File: src/rtl/fetch_queue_pkg.sv
// Shared types for the fetch-to-decode queue: the stored entry layout and
// the rule that marks a fetch address as misaligned.
package fetch_queue_pkg;

   localparam int PC_W    = 64;
   localparam int INSTR_W = 32;

   typedef struct packed {
      logic [PC_W-1:0]    pc;
      logic [INSTR_W-1:0] instr;
      logic               misalign;
   } fq_entry_t;

   function automatic logic is_misaligned(input logic [1:0] pc_lo);
      return pc_lo != 2'b00;
   endfunction

endpackage

File: src/rtl/fetch_queue_wrap_ptr.sv
// Circular-buffer pointer. It advances on inc, wraps naturally modulo 2**W,
// and returns to zero on clr, which takes priority over inc.
module wrap_ptr #(
   parameter int W = 2
) (
   input  logic         clk,
   input  logic         rst_n,
   input  logic         inc,
   input  logic         clr,
   output logic [W-1:0] ptr
);

   // NOTE: sequential state is assigned with <= only, so every flop samples pre-edge values.
   always_ff @(posedge clk or negedge rst_n) begin
      if (!rst_n)
         ptr <= '0;
      else if (clr)
         ptr <= '0;
      else if (inc)
         ptr <= ptr + W'(1);
   end

endmodule

File: src/rtl/fetch_queue.sv
// Decoupling FIFO between fetch and decode. It holds {pc, instr, misalign}
// entries, presents the oldest entry to decode, and empties on flush_Q.
module fetch_queue
   import fetch_queue_pkg::*;
#(
   parameter  int N     = 64,
   parameter  int DEPTH = 4,
   localparam int AW    = $clog2(DEPTH),
   localparam int CW    = AW + 1
) (
   input  logic          clk,
   input  logic          reset,
   input  logic          push_valid_F,
   output logic          push_ready_F,
   input  logic [N-1:0]  pc_F,
   input  logic [31:0]   instr_F,
   output logic          pop_valid_D,
   input  logic          pop_ready_D,
   output logic [N-1:0]  pc_D,
   output logic [31:0]   instr_D,
   output logic          misalign_D,
   input  logic          flush_Q,
   output logic [CW-1:0] count_Q
);

   logic [AW-1:0] rd_ptr;
   logic [AW-1:0] wr_ptr;
   fq_entry_t     mem [DEPTH];
   fq_entry_t     entry_in;
   fq_entry_t     head;
   logic          push_fire;
   logic          pop_fire;

   // A full queue refuses a push even when a pop fires in the same cycle,
   // so readiness never depends on pop_ready_D.
   assign push_ready_F = (count_Q != CW'(DEPTH)) && !flush_Q;
   assign pop_valid_D  = (count_Q != '0) && !flush_Q;
   assign push_fire    = push_valid_F && push_ready_F;
   assign pop_fire     = pop_valid_D && pop_ready_D;

   // NOTE: every signal written in always_comb gets a default first, so no latch is inferred.
   always_comb begin
      entry_in          = '0;
      entry_in.pc       = PC_W'(pc_F);
      entry_in.instr    = instr_F;
      entry_in.misalign = is_misaligned(pc_F[1:0]);
   end

   // NOTE: the storage array has no reset; empty slots are never presented
   // because pop_valid_D depends only on count_Q.
   always_ff @(posedge clk) begin
      if (push_fire)
         mem[wr_ptr] <= entry_in;
   end

   wrap_ptr #(.W(AW)) u_rd_ptr (
      .clk   (clk),
      .rst_n (reset),
      .inc   (pop_fire),
      .clr   (flush_Q),
      .ptr   (rd_ptr)
   );

   wrap_ptr #(.W(AW)) u_wr_ptr (
      .clk   (clk),
      .rst_n (reset),
      .inc   (push_fire),
      .clr   (flush_Q),
      .ptr   (wr_ptr)
   );

   always_ff @(posedge clk or negedge reset) begin
      if (!reset)
         count_Q <= '0;
      else if (flush_Q)
         count_Q <= '0;
      else if (push_fire && !pop_fire)
         count_Q <= count_Q + CW'(1);
      else if (pop_fire && !push_fire)
         count_Q <= count_Q - CW'(1);
   end

   assign head = mem[rd_ptr];

   // Decode sees zeros while the head is invalid, not stale storage.
   always_comb begin
      pc_D       = '0;
      instr_D    = '0;
      misalign_D = 1'b0;
      if (pop_valid_D) begin
         pc_D       = N'(head.pc);
         instr_D    = head.instr;
         misalign_D = head.misalign;
      end
   end

endmodule

File: config.mk
export PLATFORM = sky130hd
export DESIGN_NAME = fetch_queue
export DESIGN_NICKNAME = d
export VERILOG_FILES = /design/src/rtl/fetch_queue_pkg.sv /design/src/rtl/fetch_queue_wrap_ptr.sv /design/src/rtl/fetch_queue.sv
export SDC_FILE = /design/constraint.sdc
export NUM_CORES = 1
export LEC_CHECK = 0
export CORE_MARGIN = 5
export CORE_UTILIZATION = 38
export CTS_CLUSTER_DIAMETER = 30
export DETAILED_ROUTE_END_ITERATION = 10
export GPL_ROUTABILITY_DRIVEN = 0
export REMOVE_ABC_BUFFERS = 1
export SKIP_LAST_GASP = 1
export SLEW_MARGIN = 10
export SYNTH_ARGS = -nofsm -noshare
export SYNTH_HDL_FRONTEND = slang
export SYNTH_HIERARCHICAL = 1
export SYNTH_SLANG_ARGS = --single-unit
export TNS_END_PERCENT = 5
File: constraint.sdc
create_clock -name clk -period 10.2 [get_ports clk]
set_input_delay 3.06 -clock clk [delete_from_list [all_inputs] [get_ports clk]]
set_output_delay 3.06 -clock clk [all_outputs]
set_load 0.05 [all_outputs]
Word-level counts from Yosys, hierarchy flattened

Memory sizes are Yosys's and may differ from the RTL's.
Index checks and enable logic that the tools add are counted.

$add $sub $neg: 4
Equality and inequality tests: 1
Multiplexer cells: 12
Reductions and logical operators: 14

Operators by type and width:

| kind                                                               | count |
|---|---|
| 64-bit 2-to-1 mux                                                  | 1 |
| 32-bit 2-to-1 mux                                                  | 1 |
| 3-bit 2-to-1 mux                                                   | 3 |
| 2-bit 2-to-1 mux                                                   | 4 |
| 1-bit logical AND                                                  | 6 |
| 2-bit nonzero test                                                 | 3 |
| 3-bit nonzero test                                                 | 2 |
| 2-bit by 1-bit adder with 2-bit output, second input constant      | 2 |
| 3-bit by 1-bit adder with 3-bit output, second input constant      | 1 |
| 1-bit zero test                                                    | 3 |
| 1-bit 2-to-1 mux                                                   | 3 |
| 3-bit != test, second input constant                               | 1 |
| 3-bit by 1-bit subtractor with 3-bit output, second input constant | 1 |

Flip-flop bits (word level): 7
Memory bits (writable): 388
Input bits: 101
Word-level logic and storage cells: 35
Memories: 1

Memories:

| memory | depth | bits a word | rd ports | clocked after Yosys merged registers in | write ports | RTL line          | RTL |
|---|---|---|---|---|---|---|---|
| mem    | 4     | 97          | 1        | 0                                       | 1           | fetch_queue.sv:28 | `fq_entry_t mem [DEPTH];` |

Depth between registers and ports, before layout

Gate-level depths: netlist of run 1.

Word-level depth: 8
Depth in mapped cells: 10
Mapped depth without buffers: 9

Modules after synthesis

Netlist of run 1, hierarchy kept.

Modules (own cells, without submodules):

| module      | instances | cells each | area each (µm²) | sequential area each (µm²) |
|---|---|---|---|---|
| fetch_queue | 1         | 662        | 14,980.6        | 11,726.2 |
| wrap_ptr    | 2         | 7          | 88.8            | 50.0 |

Worst setup path after synthesis of run 1

No wires, ideal clock.

Kind: input to register
Start: input push_valid_F
End: memory mem[1][0] in the netlist's numbering, enable pin
Arrival time: 10,497 ps
Required time: 9,508 ps
Path slack: -988 ps
Cell stages on the path: 3
Path buffers: 1
Path through: buf_2 -> nand3b_1 -> nor3b_1

Word-level cells in the longest chain between the ends: 3

Ends and longest elaborated chain:

| element                                | RTL line          | RTL |
|---|---|---|
| from (decl)                            | fetch_queue.sv:13 | `input logic push_valid_F,` |
| 1-bit logical AND                      | fetch_queue.sv:38 | `assign push_fire = push_valid_F && push_ready_F;` |
| 1-bit 2-to-1 mux                       | fetch_queue.sv:52 | `if (push_fire)` |
| 1-bit 2-to-1 mux (not written as such) | fetch_queue.sv:53 | `mem[wr_ptr] <= entry_in;` |
| to (decl)                              | fetch_queue.sv:28 |  |

No other way between the ends.

Final worst setup path of run 1

Start: input flush_Q
End: output pc_D[57]

Word-level cells in the longest chain between the ends: 3

Ends and longest elaborated chain:

| element           | RTL line          | RTL |
|---|---|---|
| from (decl)       | fetch_queue.sv:22 | `input logic flush_Q,` |
| 1-bit zero test   | fetch_queue.sv:37 | `assign pop_valid_D = (count_Q != '0) && !flush_Q;` |
| 1-bit logical AND | fetch_queue.sv:37 |  |
| 64-bit 2-to-1 mux | fetch_queue.sv:90 | `if (pop_valid_D) begin` |
| to (decl)         | fetch_queue.sv:19 | `output logic [N-1:0] pc_D,` |

No other way between the ends.

==> results of run 1 <==
sequential cells by signal (all words and copies together) (netlist names):
signal,cells
mem,388
count_Q,3
u_rd_ptr/ptr,2
u_wr_ptr/ptr,2
path summary, 6_finish.rpt:
| check | end | slack [ps] | cells past startpoint |
|---|---|---|---|
| max in group asynchronous | u_rd_ptr/ptr[1] | 7120 | 1 |
| setup reg to reg | mem[3][29] | 7080 | 6 |
| hold / removal | count_Q[2] | 710 | 2 |
| setup / recovery | pc_D[57] | 1730 | 5 |
| hold reg to reg | count_Q[2] | 710 | 2 |
| min in group asynchronous | count_Q[1] | 2770 | 1 |
critical path, cell delays in order:
cell	delay [ps]
clkdlybuf4s50_1	670
nor2_4	210
buf_4	380
and2_1	220
clkdlybuf4s50_1	800
cells by family after synthesis:
family | count (synthesis) | share of synthesized area, %
AO/OA/AOI/OAI | 16 | 0.7594
AND/OR/NAND/NOR | 125 | 5.060
buffers and inverters | 39 | 1.444
flip-flops | 395 | 78.02
multiplexers | 97 | 14.41
XOR/XNOR | 3 | 0.1734
adder cells (fa/ha/maj) | 1 | 0.1321
area by class of cell:
cell class                      instances  area share, %
Clock buffer                           96          10.49
Clock inverter                         62          3.518
Inverter                                4        0.07267
Multi-Input combinational cell        242          15.22
Sequential cell                       395          57.28
Tap cell                              525          3.179
Timing Repair Buffer                  213          10.25
metrics by stage:
step           cells  total power [W]  utilization [%]  setup slack (ps)
2_1_floorplan    641         0.002412                -            -887.6
3_5_place_dp    1379         0.002664            44.80              1719
6_report        1537         0.005322            52.12              1727
4_1_cts         1537         0.005402            52.11              1712
5_1_grt         1537         0.005524            52.12              1595
3_3_place_gp    1379         0.002660            44.80              1722
placed cells by master, fill, tap and decap left out, types with 3 or more instances in the layout:
cell               n
edfxtp_1         388
clkdlybuf4s50_1  202
mux4_2            97
and2_1            97
clkbuf_16         84
clkinv_2          16
bufinv_16         12
clkbuf_1          10
clkinv_1          10
buf_4             10
clkinvlp_4         8
inv_6              6
nor2_1             5
clkinv_8           5
dfrtp_1            5
nor3_1             4
inv_1              4
nand3b_1           4
a31oi_1            4
clkinv_4           4
a21oi_1            3
power by group through the flow:
stage	Clock [W]	Combinational, W	Sequential [W]
4_1_cts	0.00276	0.000766	0.00187
3_5_place_dp	0	0.000763	0.00190
3_3_place_gp	0	0.000760	0.00190
6_report	0.00270	0.000749	0.00187
5_1_grt	0.00285	0.000795	0.00188
2_1_floorplan	0	0.000470	0.00194
per-layer routing:
metal / track usage (%) / up-vias
met5: 0 / -
met4: 5.333 / 4
met3: 4.559 / 60
met2: 22.85 / 193
met1: 17.96 / 3833
li1: - / 3336
==> results by stage, run 1 <==
Global routing:
- The first-pass GRT wire length is 48020 um.
- The leftover overflow at the end of global routing is 0.
- Global routing consumed, over all layers together, 14.13% of the routing resources.
- The maximum number of pins on one net before global-route repair is 93.
- The initial antenna violation count is 2.
- The via count of the first global-routing pass is 8303.

Floorplanning:
- Once the floorplan was initialized, standard cells occupied 38.24% of the core.
- The die width is 209.7 um.
- In this run the vertical extent of the chip is 209.7 um.
- The floorplan step defined a die boundary enclosing 43980 um2.
- Row generation in the floorplan step produced 73 rows.
- The number of ports placed on the die boundary is 203.
- The area of the placeable core is 39640 um2.

Logic synthesis:
- The primary flip-flop cell chosen by synthesis mapping is edfxtp_1.
- The synthesized design devotes to its leading area cell type 76.86% of total area.
- The number of enable flip-flop cells after synthesis is 388.
- Ranked by total cell area, the synthesized netlist is headed by edfxtp_1, mux4_2, and2_1.
- The yosys synthesis warning count is 6.
- The average instance in the mapped netlist occupies 22.42 um2.
- The leading cell type by number of instances after synthesis is edfxtp_1.
- The area of the mapped netlist is 15160 um2.
- Counting flops and latches in the post-synthesis netlist gives 395.
- The async set or reset register ratio after synthesis is 1.772%.
- The synthesized instance count is 676.
- The number of library cell types mapped by synthesis is 34.
- Sorting the synthesized cells by how often they occur yields edfxtp_1, and2_1, mux4_2.
- Sequential elements use 78.02% of the synthesized area.
- The cell type with the largest total area after synthesis is edfxtp_1.

Detailed routing:
- The met1 wire length is 13060 um.
- In the final routed layout, each cell accounts on average for 20.09 um.
- The ratio of routed vias to standard cells is 4.831.
- The routed length on met3 is 1787 um.
- The number of search-and-repair iterations in the first detailed-routing pass is 4.
- The wire length on met2 is 15320 um.
- The DRC violations left is 0.
- The routed layout has 7426 vias.
- The detailed router finished its first iteration with 359 violations.
- The highest metal layer carrying signal wires in the routed design is met5.
- The residual antenna-violating net count after detailed routing is 0.
- The routed design has 30870 um of wire.

Power:
- Internal power comes to 0.003982 W.
- Power spread over the standard cell area amounts to 257.6 nW/um2.
- The switching power summed over all nets is 0.001341 W.
- The total leakage power is 6.706 nW.
- The switching portion of total power is 25.19%.
- In this run, the combinational gates consume 14.1% of the power.
- The relative contribution of sequential cells to total power is 35.2%.
- The worst-case IR drop observed on VDD is 0.0001400 V.
- The share of power burned in the clock network is 50.8%.

Finish:
- Of the cells placed in the final design, the portion with a size suffix greater than 1 is 25.40%.
- The area of the multi-input gates is 3144 um2.
- The layout has 3184 filler cells.
- After the last flow step, the layout net total stands at 1042.
- The combined flip-flop and latch cell area is 11830 um2.
- The final antenna diode count is 0.
- From synthesis to final layout, the design area changed by 36.30%.
- The summed area of non-filler cells in the final layout is 20660 um2.

Timing:
- At the pin with the least slew margin, the transition time is 966.2 ps.
- The setup total negative slack is 0 ps.
- Based on the critical path, the design can be clocked at up to 0.1180 GHz.
- Across all hold checks on the routed design, the worst slack comes to 705.1 ps.
- After layout, the worst path uses 83.07% of the clock period.
- For the finished layout, the period the worst path requires is 8473 ps.
- Setup repair after global routing left no endpoint under its margin.
- The number of hold-slack violations in the final timing report is 0.
- The final number of max-transition violations was 0.
- Measured against its own limit, the worst slew margin works out to 35.59%.
- On the final layout, the worst clock skew is 11.46 ps.
- The setup violation total in the final timing report is 0.

Clock tree:
- Post-CTS timing repair inserted 0 buffers for setup.
- No sink is reached through more buffers than the 3 on the longest clock path.
- The clock root buffer master is clkbuf_16.
- After clock tree synthesis, the flow added hold-fix buffers numbering 0.
- Clock latency on the worst-skew pair, taken at its later pin, is 580 ps.
- Counting the buffers created by CTS gives 84.
- In this run the number of H-tree levels came out at 3.
- TritonCTS built the clock tree.
- Counting every sink on the clock net gives 395.
- The post-cts resize count is 0.
- The clock transition at the registers of the reported paths is 40 ps.

Setup path:
- The category of the most critical setup path is in -> out.
- Data arrives at the worst endpoint at 5410 ps.
- STA classifies the critical path endpoint as an output pin.
- The worst setup path is launched from a primary input.
- The largest fanout on the critical path is 57.
- The worst register-to-register path begins at count_Q[0].
- STA puts the critical path data required time at 7140 ps.
- The critical path starts at flush_Q.

Place:
- Detailed placement finished with a half-perimeter wire length of 17020 um.
- The number of buffers added on ports is 202.
- The cell area after placement is 17760 um2.

Run status:
- The flow ran to the end, and the final reports show no timing, DRC or antenna violations.

Min path:
- The start point of the worst min-delay path is count_Q[2].
- The worst min-delay path category is reg -> reg.

Flow run:
- The tool flagged a number of max-cap violations equal to 0.
No activity file was read; power rests on OpenSTA's default activity.
==> run 2: changes to the inputs <==
==> constraint.sdc (replaced) <==
create_clock -name clk -period 8 [get_ports clk]
set_input_delay 2.4 -clock clk [delete_from_list [all_inputs] [get_ports clk]]
set_output_delay 2.4 -clock clk [all_outputs]
set_load 0.05 [all_outputs]
==> run 2 against run 1 <==
Critical endpoint is now instr_D[0]. Global-route usage is 0.10 points lower. Clock skew is 11 ps higher. Total power is 23% higher. Critical path type unchanged.
==> results by stage, run 2 (same netlist as run 1, synthesis figures left out) <==
Global routing:
- The first-pass GRT wire length is 47730 um (-0.59%).
- The initial antenna violation count came to 2 (unchanged).
- The maximum number of pins on one net before global-route repair is 61 (-34%).
- The leftover overflow at the end of global routing is 0 (unchanged).
- The aggregate global-route resource usage is 14.03% (-0.10 points).
- The via count of the first global-routing pass is 8325 (+0.26%).

Floorplanning:
- The die width is 209.7 um (unchanged).
- The site row count came to 73 (unchanged).
- The area of the die came to 43980 um2 (unchanged).
- The number of ports placed on the die boundary was 203 (unchanged).
- The area of the placeable core was 39640 um2 (unchanged).
- The die height is 209.7 um (unchanged).
- The starting density of the core was 38.24% (unchanged).

Power:
- The relative contribution of sequential cells to total power was 36.8% (+1.6 points).
- The total leakage power is 6.611 nW (-1.4%).
- The proportion of power drawn by combinational gates came to 14.4% (+0.3 points).
- The share of power burned in the clock network was 48.8% (-2.0 points).
- The post-layout total power was 0.006535 W (+23%).
- The peak supply drop is 0.0001912 V (+37%).
- The power density over cell area is 319.0 nW/um2 (+24%).
- The design internal power was 0.004860 W (+22%).
- The switching portion of total power came to 25.62% (+0.44 points).
- The switching power summed over all nets was 0.001674 W (+25%).

Detailed routing:
- The ratio of routed vias to standard cells was 4.850 (+0.39%).
- The DRC violations left is 0 (unchanged).
- The total wirelength of the detailed-routed design is 30850 um (about the same).
- The number of search-and-repair iterations in the first detailed-routing pass was 4 (unchanged).
- The DRC marker count from the first detailed-route iteration came to 375 (+4.5%).
- The via count is 7445 (+0.26%).
- The residual antenna-violating net count after detailed routing was 0 (unchanged).
- The per-cell routed wire length is 20.10 um (about the same).

Clock tree:
- The maximum count of clock buffers along a single path is 3 (unchanged).
- The clock transition at the registers of the reported paths is 50 ps (about the same).
- The number of clock sinks seen by CTS is 395 (unchanged).
- CTS placed an instance of clkbuf_16 at the clock tree root.
- The total of hold buffers inserted after clock tree synthesis was 0 (unchanged).
- The number of levels in the clock H-tree was 3 (unchanged).
- The latest clock arrival within the worst-skew pair is 580 ps (about the same).
- The total clock buffers created by CTS is 85 (+1.2%).
- The number of buffers inserted to repair setup after CTS is 0 (unchanged).
- TritonCTS built the clock tree.
- The post-cts resize count is 0 (unchanged).

Finish:
- The summed area of non-filler cells in the final layout came to 20480 um2 (-0.85%).
- The flip-flop count of the largest register, all copies and words added was 388 (unchanged).
- The largest registers in the layout are mem x388, count_Q x3.
- The fraction of final layout cells sized beyond drive strength 1 is 24.78% (-0.62 points).
- The area of the multi-input gates is 3138 um2 (-0.20%).
- The top cell types in the final layout, fill and taps aside, are edfxtp_1, clkdlybuf4s50_1, mux4_2, and2_1, clkbuf_16.
- The final non-filler cell total came to 1535 (-0.13%).
- The number of nets in the layout came to 1046 (+0.38%).
- The number of fillers in the final layout is 3229 (+1.4%).
- Compared with the post-synthesis result, the final layout area differs by 35.14%.
- Ranked by flip-flop count, first place goes to mem.
- Leaving out fill and tap cells, the most frequent cell in the layout is edfxtp_1.
- The combined flip-flop and latch cell area is 11830 um2 (unchanged).

Setup path:
- By instance count, the cell type seen most on the critical path is clkdlybuf4s50_1.
- The largest fanout on the critical path is 39 (-32%).
- The category of cells accounting for the largest share of critical-path delay is buffers and inverters.
- The worst setup path is of the in -> out kind.
- The data arrival at the endpoint of the critical path was 4460 ps (-950 ps).
- The number of cells on the worst reg-to-reg path is 6 (unchanged).
- The reg-to-reg critical path startpoint is count_Q[0].
- The total buffers and inverters traversed by the critical path came to 3 (unchanged).
- Traced cell by cell, the critical path runs through clkdlybuf4s50_1, nor2_4, buf_4, and2_1, clkdlybuf4s50_1.
- The kind of end point of the critical path is an output pin.
- The kind of start point of the critical path is a primary input.
- The slack of the worst reg-to-reg path is 5330 ps (-1750 ps).
- The slowest cell on the critical path is clkdlybuf4s50_1.
- The critical path data required time is 5600 ps (-1540 ps).
- The delay of the slowest critical-path stage is 840 ps (+40 ps).
- The endpoint of the lowest-slack register-to-register path is mem[3][57].

Timing:
- The final hold slack is 694.1 ps (-10.98 ps).
- The final number of max-transition violations is 0 (unchanged).
- The remaining max-slew budget at the tightest pin is 36.18% (+0.59 points).
- The ratio of final minimum period to clock period is 85.76%.
- The number of hold-slack violations in the final timing report is 0 (unchanged).
- Setup repair after global routing left no endpoint under its margin.
- The actual slew at the worst max-slew pin is 957.4 ps (-8.844 ps).
- The setup violation total in the final timing report is 0 (unchanged).
- Derived from the worst setup path, the maximum achievable clock frequency is 0.1458 GHz.
- The clock tree skew after final layout was 22.08 ps (+10.62 ps).
- The minimum clock period after layout is 6861 ps.
- The setup slack after layout is 1139 ps (-587.3 ps).

Min path:
- The cell count of the worst hold path is 2 (unchanged).
- The worst min-delay path category is reg -> reg.
- The start point of the worst min-delay path is u_wr_ptr/ptr[1].
- The worst hold path terminates at u_wr_ptr/ptr[1].

Place:
- The cell total after placement came to 1382 (+0.22%).
- The detailed placement HPWL came to 17430 um (+2.4%).
- The setup slack at placement is 1122 ps (-596.5 ps).
- The cell area after placement is 17800 um2 (+0.20%).
- The number of buffers added on ports was 202 (unchanged).

Flow run:
- The number of max-cap violations is 0 (unchanged).

Run status:
- The run finished with clean final reports.
[run 2: worst max path at each step]
stage,slack [ps],end,start,cells after the start
3_5_place_dp,1120,pc_D[25],flush_Q,5
4_1_cts,1120,pc_D[25],flush_Q,5
3_3_place_gp,1130,instr_D[0],flush_Q,5
6_report,1140,instr_D[0],flush_Q,5
5_1_grt,1040,pc_D[25],flush_Q,5
2_1_floorplan,-2430,mem[1][0],flush_Q,2
[run 2: through the flow]
| stage | setup TNS (ps) | utilization [%] |
|---|---|---|
| floorplan | -650230 | - |
| CTS | 0 | 51.67 |
| detailed placement | 0 | 44.89 |
| global placement | 0 | 44.89 |
| global route | 0 | 51.67 |
| finish | 0 | 51.68 |
[run 2: power groups by stage]
stage | Clock (W) | Combinational (W) | Sequential [W]
final | 0.00319 | 0.000942 | 0.00240
after global routing | 0.00337 | 0.000997 | 0.00241
after CTS | 0.00326 | 0.000962 | 0.00241
after detailed placement | 0 | 0.000959 | 0.00244
after global placement | 0 | 0.000953 | 0.00244
after floorplan | 0 | 0.000599 | 0.00248
[run 2: metal layers]
metal,part of all wire [%],up-vias,global-route usage (%)
li1,-,3339,-
met1,43,3857,18.20
met2,49,201,22.50
met3,5.9,46,4.200
met4,2.1,2,5.356
met5,0.023,-,0
[run 2: worst min-delay path: stages (launching register included)]
cell      delay (ps)
dfrtp_1          440
nand3b_1         160
a21oi_2           60
[run 2: final cells by class]
| class | instances | share of cell area (%) |
|---|---|---|
| clock buffers | 98 | 10.73 |
| diodes | 1 | 0.01222 |
| well taps | 525 | 3.207 |
| inverters | 4 | 0.07330 |
| clock inverters | 54 | 2.388 |
| multi-input cells | 242 | 15.32 |
| flip-flops and latches | 395 | 57.77 |
| repair buffers | 216 | 10.51 |
